**config.mk**
```make
export PLATFORM = sky130hd
export DESIGN_NAME = execute_stage_mc
export DESIGN_NICKNAME = d
export VERILOG_FILES = /design/src/rtl/execute_stage_mc.sv
export SDC_FILE = /design/constraint.sdc
export NUM_CORES = 1
export LEC_CHECK = 0
export BUFFER_PORTS_ARGS = -buffer_cell sky130_fd_sc_hd__buf_2
export CAP_MARGIN = 20
export CORE_MARGIN = 2
export CORE_UTILIZATION = 49
export DETAILED_ROUTE_END_ITERATION = 7
export GPL_ROUTABILITY_DRIVEN = 0
export PLACE_DENSITY = 0.71
export SLEW_MARGIN = 20
export SYNTH_ARGS = -nofsm -noshare
export SYNTH_HDL_FRONTEND = slang
export SYNTH_SLANG_ARGS = --single-unit
```
**constraint.sdc**
```tcl
create_clock -name clk -period 4.6 [get_ports clk]
set_input_delay 0 -clock clk [delete_from_list [all_inputs] [get_ports clk]]
set_output_delay 0 -clock clk [all_outputs]
set_load 0.02 [all_outputs]
```
**src/rtl/execute_stage_mc.sv**
```systemverilog
// rtl/execute_stage_mc.sv - MIPS-style execute stage with iterative MULTU/DIVU and HI/LO
module execute_stage_mc #(
    parameter int WIDTH   = 32,
    parameter int REGBITS = 5
) (
    input  logic               clk,
    input  logic               rst_n,
    input  logic               FlushE,
    input  logic               RegWriteE,
    input  logic               MemtoRegE,
    input  logic               MemWriteE,
    input  logic               ALUSrcE,
    input  logic               RegDstE,
    input  logic [3:0]         ALUControlE,
    input  logic [REGBITS-1:0] RtE,
    input  logic [REGBITS-1:0] RdE,
    input  logic [WIDTH-1:0]   RD1E,
    input  logic [WIDTH-1:0]   RD2E,
    input  logic [WIDTH-1:0]   SignImmE,
    input  logic [WIDTH-1:0]   ResultW,
    input  logic [1:0]         ForwardAE,
    input  logic [1:0]         ForwardBE,
    output logic [REGBITS-1:0] WriteRegE,
    output logic               BusyE,
    output logic               RegWriteM,
    output logic               MemtoRegM,
    output logic               MemWriteM,
    output logic [WIDTH-1:0]   ALUOutM,
    output logic [WIDTH-1:0]   WriteDataM,
    output logic [REGBITS-1:0] WriteRegM
);
    localparam int CW = $clog2(WIDTH + 1);

    typedef enum logic [1:0] {IDLE, RUN, DONE} state_t;
    state_t state, stateNext;

    logic [CW-1:0]    count;
    logic [WIDTH-1:0] hiReg, loReg, accHi, accLo, operand;
    logic             opDiv;
    logic [WIDTH-1:0] srcA, srcB, writeDataE, aluOutE, stepHi, stepLo;
    logic [WIDTH:0]   mulSum, divShift, divTrial;
    logic             isMulDiv, issue, lastStep;

    always_comb begin
        case (ForwardAE)
            2'b01:   srcA = ResultW;
            2'b10:   srcA = ALUOutM;
            default: srcA = RD1E;
        endcase
        case (ForwardBE)
            2'b01:   writeDataE = ResultW;
            2'b10:   writeDataE = ALUOutM;
            default: writeDataE = RD2E;
        endcase
    end

    assign srcB      = ALUSrcE ? SignImmE : writeDataE;
    assign WriteRegE = RegDstE ? RdE : RtE;

    always_comb begin
        case (ALUControlE)
            4'b0000: aluOutE = srcA & srcB;
            4'b0001: aluOutE = srcA | srcB;
            4'b0010: aluOutE = srcA + srcB;
            4'b0011: aluOutE = srcA ^ srcB;
            4'b0100: aluOutE = ~(srcA | srcB);
            4'b0101: aluOutE = {{(WIDTH-1){1'b0}}, srcA < srcB};
            4'b0110: aluOutE = srcA - srcB;
            4'b0111: aluOutE = {{(WIDTH-1){1'b0}}, $signed(srcA) < $signed(srcB)};
            4'b1010: aluOutE = hiReg;
            4'b1011: aluOutE = loReg;
            default: aluOutE = '0;
        endcase
    end

    assign isMulDiv = (ALUControlE == 4'b1000) || (ALUControlE == 4'b1001);
    assign issue    = (state == IDLE) && isMulDiv && !FlushE;
    assign lastStep = (state == RUN) && (count == CW'(1));
    assign BusyE    = rst_n && (issue || ((state == RUN) && !FlushE));

    // One shift-add (multiply) or restoring subtract (divide) step on {accHi, accLo}
    always_comb begin
        mulSum   = {1'b0, accHi} + (accLo[0] ? {1'b0, operand} : '0);
        divShift = {accHi, accLo[WIDTH-1]};
        divTrial = divShift - {1'b0, operand};
        stepHi   = mulSum[WIDTH:1];
        stepLo   = {mulSum[0], accLo[WIDTH-1:1]};
        if (opDiv) begin
            if (!divTrial[WIDTH]) begin
                stepHi = divTrial[WIDTH-1:0];
                stepLo = {accLo[WIDTH-2:0], 1'b1};
            end else begin
                stepHi = divShift[WIDTH-1:0];
                stepLo = {accLo[WIDTH-2:0], 1'b0};
            end
        end
    end

    always_comb begin
        stateNext = state;
        if (FlushE) begin
            stateNext = IDLE;
        end else begin
            case (state)
                IDLE:    if (isMulDiv) stateNext = RUN;
                RUN:     if (count == CW'(1)) stateNext = DONE;
                DONE:    stateNext = IDLE;
                default: stateNext = IDLE;
            endcase
        end
    end

    always_ff @(posedge clk) begin
        if (!rst_n) state <= IDLE;
        else        state <= stateNext;
    end

    always_ff @(posedge clk) begin
        if (!rst_n) begin
            count   <= '0;
            hiReg   <= '0;
            loReg   <= '0;
            accHi   <= '0;
            accLo   <= '0;
            operand <= '0;
            opDiv   <= 1'b0;
        end else if (issue) begin
            count <= CW'(WIDTH);
            opDiv <= ALUControlE[0];
            accHi <= '0;
            // Divide shifts the dividend out of accLo; multiply shifts the multiplier out
            if (ALUControlE[0]) begin
                accLo   <= srcA;
                operand <= srcB;
            end else begin
                accLo   <= srcB;
                operand <= srcA;
            end
        end else if ((state == RUN) && !FlushE) begin
            count <= count - CW'(1);
            accHi <= stepHi;
            accLo <= stepLo;
            if (lastStep) begin
                hiReg <= stepHi;
                loReg <= stepLo;
            end
        end
    end

    always_ff @(posedge clk) begin
        if (!rst_n) begin
            RegWriteM  <= 1'b0;
            MemtoRegM  <= 1'b0;
            MemWriteM  <= 1'b0;
            ALUOutM    <= '0;
            WriteDataM <= '0;
            WriteRegM  <= '0;
        end else begin
            ALUOutM    <= aluOutE;
            WriteDataM <= writeDataE;
            WriteRegM  <= WriteRegE;
            if (FlushE || BusyE) begin
                RegWriteM <= 1'b0;
                MemtoRegM <= 1'b0;
                MemWriteM <= 1'b0;
            end else begin
                RegWriteM <= RegWriteE;
                MemtoRegM <= MemtoRegE;
                MemWriteM <= MemWriteE;
            end
        end
    end
endmodule

```
# After elaboration in Yosys (flattened, before gate mapping)
# Index checks and enable logic that the tools add are counted.
dict set report word_totals {
  word_cells 83
  ff_bits 241
  input_bits 154
  output_inout_bits 78
}
dict set report classes {
  order_cmp 2
  n_eq_ne 19
  muxes 19
  addsub 5
  n_bitwise 6
  n_reduce_logical 17
}
# operator count
set op_table {}
lappend op_table {{$pmux 32 s10} 1}
lappend op_table {{$mux 32} 9}
lappend op_table {{$pmux 32 s2} 2}
lappend op_table {{$lt 32x32->1} 2}
lappend op_table {{$add 32x32->33} 1}
lappend op_table {{$sub 33x32->33} 1}
lappend op_table {{$add 32x32->32} 1}
lappend op_table {{$and 32x32->32} 1}
lappend op_table {{$not 32->32} 1}
lappend op_table {{$or 32x32->32} 1}
lappend op_table {{$sub 32x32->32} 1}
lappend op_table {{$xor 32x32->32} 1}
lappend op_table {{$eq 4x3->1 const B} 4}
lappend op_table {{$eq 4x4->1 const B} 4}
lappend op_table {{$mux 6} 2}
lappend op_table {{$eq 4x2->1 const B} 2}
lappend op_table {{$eq 2x1->1 const B} 3}
lappend op_table {{$eq 6x1->1 const B} 1}
lappend op_table {{$reduce_or 2->1} 3}
lappend op_table {{$sub 6x1->6 const B} 1}
lappend op_table {{$logic_and 1x1->1} 5}
lappend op_table {{$mux 5} 1}
lappend op_table {{$eq 2x2->1 const B} 2}
lappend op_table {{$eq 4x1->1 const B} 1}
lappend op_table {{13 further kinds} 17}

# Logic depth before layout (Yosys ltp)
# Gate-level depths: netlist of run 1.
dict set report depth {
  depth_word 8
  mapped_depth 21
  depth_no_buf 19
}

# Least setup slack after synthesis of run 1
# No wires, ideal clock.
dict set report synth_timing {
  path_kind {input-to-reg}
  startpoint {in ForwardBE[0]}
  endpoint {reg ALUOutM[29]}
  t_arrival_ps 4161
  t_required_ps 4480
  stages 20
  setup_slack_ps 320
  cell_sequence {inv_1 > ha_1 > clkbuf_1 > buf_1 > buf_1 > a21oi_1 > o21ai_0 > inv_1 > ha_1 > clkbuf_1 > and3_1 > a221o_1 > a31o_2 > a311oi_1 > o22ai_1 > a211oi_1 > xnor2_1 > nand2_1 > a31oi_1 > a211o_1}
}
dict set report synth_between {
  elab_chain_len 6
  word_cells_on_any_way 11
  cone_classes {add/sub (2); eq/ne (2); mux (3); bitwise (4)}
}
# element line
set synth_rtl {}
lappend synth_rtl {{start, declared} 22} ;# input logic [1:0] ForwardBE,
lappend synth_rtl {{$eq 2x2->1 / $eq 2x1->1 (equally long branches)} 50} ;# case (ForwardBE)
lappend synth_rtl {{$pmux 32 s2 (*)} 50}
lappend synth_rtl {{$mux 32 (*)} 57} ;# assign srcB = ALUSrcE ? SignImmE : writeDataE;
lappend synth_rtl {{parallel branches: the longest is 2 deep, another holds $sub 32x32->32} --}
lappend synth_rtl {{$pmux 32 s10 (*)} 61} ;# case (ALUControlE)
lappend synth_rtl {{end signal, assigned} 159} ;# ALUOutM <= aluOutE;
lappend synth_rtl {{end, declared} 28} ;# output logic [WIDTH-1:0] ALUOutM,
# Every way passes the cells marked *.
# A chain may end at the register's enable or synchronous reset.

# Worst setup path in the final report of run 1
dict set report layout_timing {
  startpoint {reg ALUOutM[3]}
  endpoint {reg ALUOutM[30]}
}
dict set report layout_between {
  elab_chain_len 4
  word_cells_on_any_way 6
  cone_classes {add/sub (2); mux (4)}
}
# element line
set layout_rtl {}
lappend layout_rtl {{$pmux 32 s2} 50}
lappend layout_rtl {{$mux 32} 57}
lappend layout_rtl {{$sub 32x32->32 / $add 32x32->32 (equally long branches)} {68, 64}}
lappend layout_rtl {{$pmux 32 s10 (*)} 61}
# Mark *: on every way between the ends. The rest lies on a longest branch, timed or not.

==> results of run 1 <==
synthesized netlist by cell type, types with 22 or more instances:
cell        n  area share (%)
dfxtp_1   241              24
a21o_1     40             1.5
a22oi_1    81             3.1
nor2_1    371             7.0
a31oi_1    34             1.1
o21a_1     30             1.1
nand3_1    36            0.91
a21oi_1   342             8.6
inv_1     153             2.9
nor3_1     30            0.76
a211oi_1   88             3.3
and2_1     51             1.6
xor2_1     22            0.97
clkbuf_1  158             3.0
mux2i_1    42             2.1
o21ai_0   166             4.2
buf_1      32            0.61
o211ai_1   54             2.0
xnor2_1    54             2.4
nand2b_1   22            0.69
ha_1      173              11
nand2_1   214             4.1
where the power goes:
part | total (mW) | internal (mW) | leakage, nW | switching [mW]
Sequential | 2.23 | 2.16 | 1.96 | 0.0631
Clock | 2.21 | 1.26 | 0.429 | 0.950
Combinational | 2.38 | 0.903 | 7.50 | 1.48
Total | 6.82 | 4.33 | 9.89 | 2.49
worst min-delay path: stages:
cell and delay, ps:
buf_2 80, a21oi_1 160, nand2_1 90, o211ai_1 80
a21oi_1 110
layer usage:
layer	wire, um	part of all wire (%)	vias up	global-route usage (%)
met2	32700	45	1273	52.7
met1	28900	40	10300	41.8
met4	4960	6.8	0	20.5
li1	-	-	10300	-
met3	6070	8.4	329	5.04
met5	0	0	-	0
repair_timing:
| item | CTS | global route |
|---|---|---|
| hold endpoints to repair | 65 | 0 |
| gates resized for setup | 0 | 5 |
| endpoints found under the setup margin | 0 | 2 |
| hold buffers | 94 | 0 |
cell type report:
cell class	instances	area (um^2)	share of cell area, %
clock buffer	35	756	3.24
multi-input combinational	2143	13700	58.7
clock inverter	11	118	0.504
sequential	241	4830	20.7
tap	525	657	2.82
inverter	155	584	2.50
timing repair buffer	403	2700	11.6
sequential cells by signal, indices dropped and copies added (netlist names):
register / flops
MemtoRegM: 1
loReg: 32
operand: 32
MemWriteM: 1
accHi: 32
accLo: 32
WriteDataM: 32
RegWriteM: 1
count: 6
ALUOutM: 32
hiReg: 32
opDiv: 1
WriteRegM: 5
state: 2
kinds of logic (layout without fill, tap and decap cells):
group	after synthesis	count (layout)	synth area share (%)
AOI/OAI and AO/OA	1029	1029	33.4
and+or+nand+nor	803	803	17.7
buffers and inverters	351	604	6.74
DFF	241	241	24.3
adders and majority gates	177	177	11.3
xor gates and xnor gates	78	78	3.58
muxes	56	56	2.99
placed cells by master, fill, tap and decap left out, drive strengths merged, types with 42 or more instances in the layout:
| master | netlist | layout |
|---|---|---|
| a211oi | 88 | 88 |
| a21oi | 344 | 344 |
| a22oi | 81 | 81 |
| and2 | 51 | 51 |
| buf | 38 | 309 |
| dfxtp | 241 | 241 |
| dlygate4sd3 | 0 | 94 |
| ha | 173 | 173 |
| inv | 154 | 155 |
| mux2i | 42 | 42 |
| nand2 | 214 | 214 |
| nor2 | 371 | 371 |
| o211ai | 54 | 54 |
| o21ai | 169 | 169 |
| xnor2 | 55 | 55 |
worst min path at each step:
| stage | startpoint | to | slack (ps) | depth (start not counted) |
|---|---|---|---|---|
| floorplan | MemWriteE | MemWriteM$_SDFF_PP0_ | 120 | 1 |
| global placement | MemWriteE | MemWriteM$_SDFF_PP0_ | 210 | 2 |
| detailed placement | RegWriteE | RegWriteM$_SDFF_PP0_ | 210 | 2 |
| CTS | ALUControlE[3] | ALUOutM[0]$_SDFF_PN0_ | 0.7 | 3 |
| global route | RD1E[19] | accLo[19]$_SDFFE_PN0N_ | 20 | 5 |
| finish | RD1E[19] | accLo[19]$_SDFFE_PN0N_ | 4 | 5 |
metrics by stage:
stage	utilization, %	setup WS (ps)	instances	total power, mW	hold slack, ps
global route	58.6	20.4	3513	7.10	18.0
finish	58.6	204	3513	6.82	4.22
CTS	58.6	38.6	3513	6.74	0.658
detailed placement	54.0	55.5	3373	4.46	209
floorplan	-	320	2735	3.79	122
global placement	54.0	82.8	3373	4.42	205
==> results by group, run 1 <==
Logic synthesis
  – Post-Synthesis Cells: ~2700
  – Cell Area, Synth: 0.0198 mm^2
  – Number of synthesized flops with an enable pin: 0
  – Yosys synthesis warning count: 0
  – Synth cell types: 78
  – Flops & latches, synth: 241
  – Avg Inst Size Synth: 7.25 um^2
  – Seq/Total Area, Yosys: 24.3%
  – Syn nets: between 3000 and 4000
  – Synth Flop Type: dfxtp_1
  – Post-synth ARST share: 0%

Clock network
  – Longest Clk Path Bufs: 3
  – Clock Latency Late Sink: 570 ps
  – TritonCTS Sinks: 241
  – Clock Pin Slew Worst Setup and Hold Paths: 70 ps
  – Setup Fix Bufs, Post-CTS: 0
  – CTS tree: yes
  – CTS H-tree lvls: 1
  – Clock root cell: clkbuf_16
  – Num CTS Buffers: 27

Final layout
  – Final Cell Area: 0.0233 mm^2
  – Layout cells sized above 1: 13.1%
  – Fillers: 3692
  – Area Overhead vs Synth: 17.7%
  – Diodes inserted: 0
  – Post-layout net count: 3302

Run status
  – Status: finished, final reports clean

Detailed routing
  – Antenna Nets Post-Route: 0
  – Avg WL per Cell: 20.7 um
  – First-pass iteration count of the detailed router: 6
  – Final wirelength: slightly above 70000 um
  – Vias: 22200
  – DR vias/cell: roughly 6.3
  – DRC violations left: 0
  – Iter 0 DRT Violations: between 2000 and 3000

Timing
  – TNS Setup: 0 ps
  – Hold Vio Cnt, Final: 0
  – Tightest Pin Transition: 1160 ps
  – Max-slew violation count: 0
  – Fin crit period: 4400 ps
  – Slew HR: 22.7%
  – Clk_skew: ~16 ps
  – Final Cycle Share: 95.6%
  – RSZ-0062 raised after global routing: no
  – Max Fclk: 0.227 GHz
  – Final setup violation count: 0

Worst setup path
  – Cell count of the worst reg-to-reg path: 16
  – Worst setup path startpoint: ALUOutM[3]$_SDFF_PN0_
  – Critical R2R Capture: ALUOutM[30]$_SDFF_PN0_
  – CP max FO: 9
  – Crit path DAT: 4820 ps
  – Required @ worst endpoint: 5030 ps
  – Cell mode on critical path: o21ai_0
  – Worst R2R Setup Slack: 200 ps
  – Slowest cell on the critical path: o21ai_0
  – Crit Reg-Reg Startpoint: ALUOutM[3]$_SDFF_PN0_
  – Slowest stage delay, CP: 510 ps
  – Crit-path cells: a22oi_1, nor2_1, a21oi_1, o21ai_0, inv_1, ha_1, o21a_1, o31a_1, o21ai_0, o31a_1, o211ai_1, a311oi_1, o21ai_0, a21oi_1, mux2i_1, a31oi_1
  – Crit path capture: ALUOutM[30]$_SDFF_PN0_
  – CP Capture Type: flip-flop
  – Worst path top cell family by delay: compound AO/OA/AOI/OAI gates
  – Critical path buffers and inverters: 1
  – Critical path startpoint category: flip-flop
  – Critical path depth: 16
  – WS Path Type: flip-flop to flip-flop

Global routing
  – Initial antenna violation count: 0
  – First-pass GRT wire length: 112000 um
  – Pin count of the biggest net entering global routing: 103
  – Global-route usage over all layers: 33.0%
  – Grt ovf: 0
  – Vias in the first global route: 21200

Die
  – Core box area: 0.0398 mm^2
  – Initial Utilization: 49.8%
  – Rows: 73
  – Area of the die: 0.0421 mm^2
  – Die W: around 210 um
  – Die Span Y: between 200 and 250 um
  – I/O pin total: 232

Placed design
  – Detailed placement HPWL: 53300 um
  – Port Buffer Count: between 200 and 250
  – Dpl cell area: ~0.022 mm^2

Hold path
  – Hold WC Path Type: input pin to flip-flop

Power and ir drop
  – Leak pwr: 9.89 nW
  – PwrDens: 292 mW/mm^2
  – Peak VDD IR: roughly 0.26 mV

Run
  – Max cap viols: 0
No activity file was read; power rests on OpenSTA's default activity.
==> run 2: changes to the inputs <==
Clock period 4.6 ns to 3.9 ns, I/O delays scaled along.
==> run 2 against run 1 <==
Compared with the run above: setup slack lost 110 ps; sequential share of layout area shrank 1.3 points; via count grew 3.5%; maximum frequency grew 15%; combinational power grew 37%; cell area grew 6.6%; wire length grew 3.9%; clock skew shrank 7.9 ps; hold slack gained 3.0 ps; sequential power grew 17%; total power grew 28%; die area is the same; highest routed layer unchanged.
==> results by group, run 2 (same netlist as run 1, synthesis figures left out) <==
Worst setup path
  – Crit path DAT: 4230 ps
  – CP max FO: 7
  – Critical path buffers and inverters: 2
  – Worst R2R Setup Slack: 90 ps
  – CP Capture Type: flip-flop
  – Critical path startpoint category: flip-flop
  – WS Path Type: flip-flop to flip-flop
  – Slowest stage delay, CP: 410 ps
  – Cell mode on critical path: a21oi_1
  – Crit Reg-Reg Startpoint: ALUOutM[16]$_SDFF_PN0_
  – Cell count of the worst reg-to-reg path: 17
  – Required @ worst endpoint: 4330 ps
  – Worst path top cell family by delay: compound AO/OA/AOI/OAI gates
  – Crit-path cells: a22oi_1, nor2_1, a21oi_1, o21ai_0, inv_1, ha_1, a21oi_1, o21ai_0, a21oi_1, o21ai_0, a211oi_1, nor2_1, a2111oi_1, buf_4, xnor2_1, a21oi_1, a21oi_1
  – Worst setup path startpoint: ALUOutM[16]$_SDFF_PN0_
  – Crit path capture: ALUOutM[31]$_SDFF_PN0_
  – Critical R2R Capture: ALUOutM[31]$_SDFF_PN0_
  – Critical path depth: 17
  – Slowest cell on the critical path: ha_1

Final layout
  – Area Overhead vs Synth: 25.5%
  – Post-layout net count: 3458
  – Most frequent cells in the layout: nor2_1 (369), a21oi_1 (336), dfxtp_1 (239), buf_2 (230), buf_4 (229)
  – Most common cell after layout, fill and taps aside: nor2_1
  – Final Cell Area: 0.0249 mm^2
  – Layout cells sized above 1: 18.8%
  – Diodes inserted: 0

Clock network
  – Clock Pin Slew Worst Setup and Hold Paths: 60 ps
  – CTS H-tree lvls: 1
  – Clock root cell: clkbuf_16
  – Clock Latency Late Sink: 570 ps
  – TritonCTS Sinks: 241
  – CTS tree: yes
  – Longest Clk Path Bufs: 3
  – Num CTS Buffers: 28

Timing
  – TNS Setup: 0 ps
  – Tightest Pin Transition: 1100 ps
  – Max Fclk: approximately 0.26 GHz
  – Final Cycle Share: 97.6%
  – Fin crit period: 3810 ps
  – Hold Vio Cnt, Final: 0
  – Clk_skew: 8.02 ps
  – Final WS setup: 93.6 ps
  – Max-slew violation count: 0
  – Slew HR: 26.7%
  – Final setup violation count: 0

Placed design
  – Place WS: -142 ps
  – Dpl cell area: 0.0228 mm^2
  – Detailed placement HPWL: about 55000 um
  – Port Buffer Count: 231

Detailed routing
  – DR vias/cell: 6.26
  – Vias: 23000
  – Final wirelength: 75500 um
  – First-pass iteration count of the detailed router: 7
  – Iter 0 DRT Violations: 2967
  – Avg WL per Cell: between 20 and 25 um
  – DRC violations left: 0
  – Antenna Nets Post-Route: 0

Global routing
  – First-pass GRT wire length: 116000 um
  – Initial antenna violation count: 0
  – Global-route usage over all layers: 34.1%
  – Vias in the first global route: 21700
  – Pin count of the biggest net entering global routing: 108
  – Grt ovf: 0

Die
  – Core box area: 0.0398 mm^2
  – I/O pin total: between 200 and 250
  – Rows: 73
  – Die Span Y: 205 um
  – Area of the die: 0.0421 mm^2
  – Die W: 205 um
  – Initial Utilization: 49.8%

Run
  – Max cap viols: 0

Power and ir drop
  – PwrDens: 350 mW/mm^2
  – Leak pwr: 10.8 nW
  – Peak VDD IR: 0.329 mV
  – Total power: 8.70 mW

Run status
  – Status: finished, final reports clean

Hold path
  – Hold WC Path Type: input pin to flip-flop
==> run 2: timing repair <==
item | CTS | global route
setup buffers | 0 | 10
hold endpoints to repair | 60 | 0
pin swaps | 0 | 14
hold buffers | 88 | 0
endpoints found under the setup margin | 3 | 60
resized for setup | 3 | 57
==> run 2: worst min path at each step <==
stage	cells after the start	slack, ps	start	end
after CTS	6	1	SignImmE[17]	accLo[17]$_SDFFE_PN0N_
final	6	7	SignImmE[15]	accLo[15]$_SDFFE_PN0N_
after global placement	2	210	MemWriteE	MemWriteM$_SDFF_PP0_
after detailed placement	2	210	MemtoRegE	MemtoRegM$_SDFF_PP0_
after floorplan	1	120	MemWriteE	MemWriteM$_SDFF_PP0_
after global routing	6	40	RD1E[17]	accLo[17]$_SDFFE_PN0N_
==> run 2: final cells by class <==
cell class                 count  area [um^2]
fill                        3532        14900
inverter                     155          584
timing repair buffer         558         3950
sequential                   241         4830
clock buffer                  33          751
clock inverter                18          214
tap                          525          657
multi-input combinational   2143        13900
==> run 2: metal layers <==
metal / track usage, % / part of all wire [%] / wire, um / up-vias
met2: 55.7 / 46 / 34800 / 1330
met3: 4.39 / 8.4 / 6330 / 322
met1: 43.8 / 39 / 29700 / 10700
li1: - / - / - / 10700
met5: 0 / 0 / 0 / -
met4: 18.4 / 6.2 / 4670 / 0
==> run 2: tightest hold or removal path, stage by stage <==
cell and delay (ps):
buf_2 80, nand2_1 40, o21ai_0 60, buf_4 140, o211ai_1 90, a21oi_1 120
==> run 2: stage by stage <==
stage | hold WS (ps) | instances | utilization [%]
2_1_floorplan | 122 | 2735 | -
3_5_place_dp | 210 | 3524 | 57.1
4_1_cts | 1.11 | 3663 | 61.8
3_3_place_gp | 205 | 3524 | 57.1
5_1_grt | 43.4 | 3673 | 62.5
6_report | 7.23 | 3673 | 62.5
==> run 2: power breakdown <==
part / internal, mW / leakage, nW / switching (mW) / total, mW
combinational: 1.39 / 8.34 / 1.87 / 3.26
sequential: 2.55 / 1.96 / 0.0719 / 2.62
clock: 1.65 / 0.467 / 1.17 / 2.82
total: 5.59 / 10.8 / 3.11 / 8.70
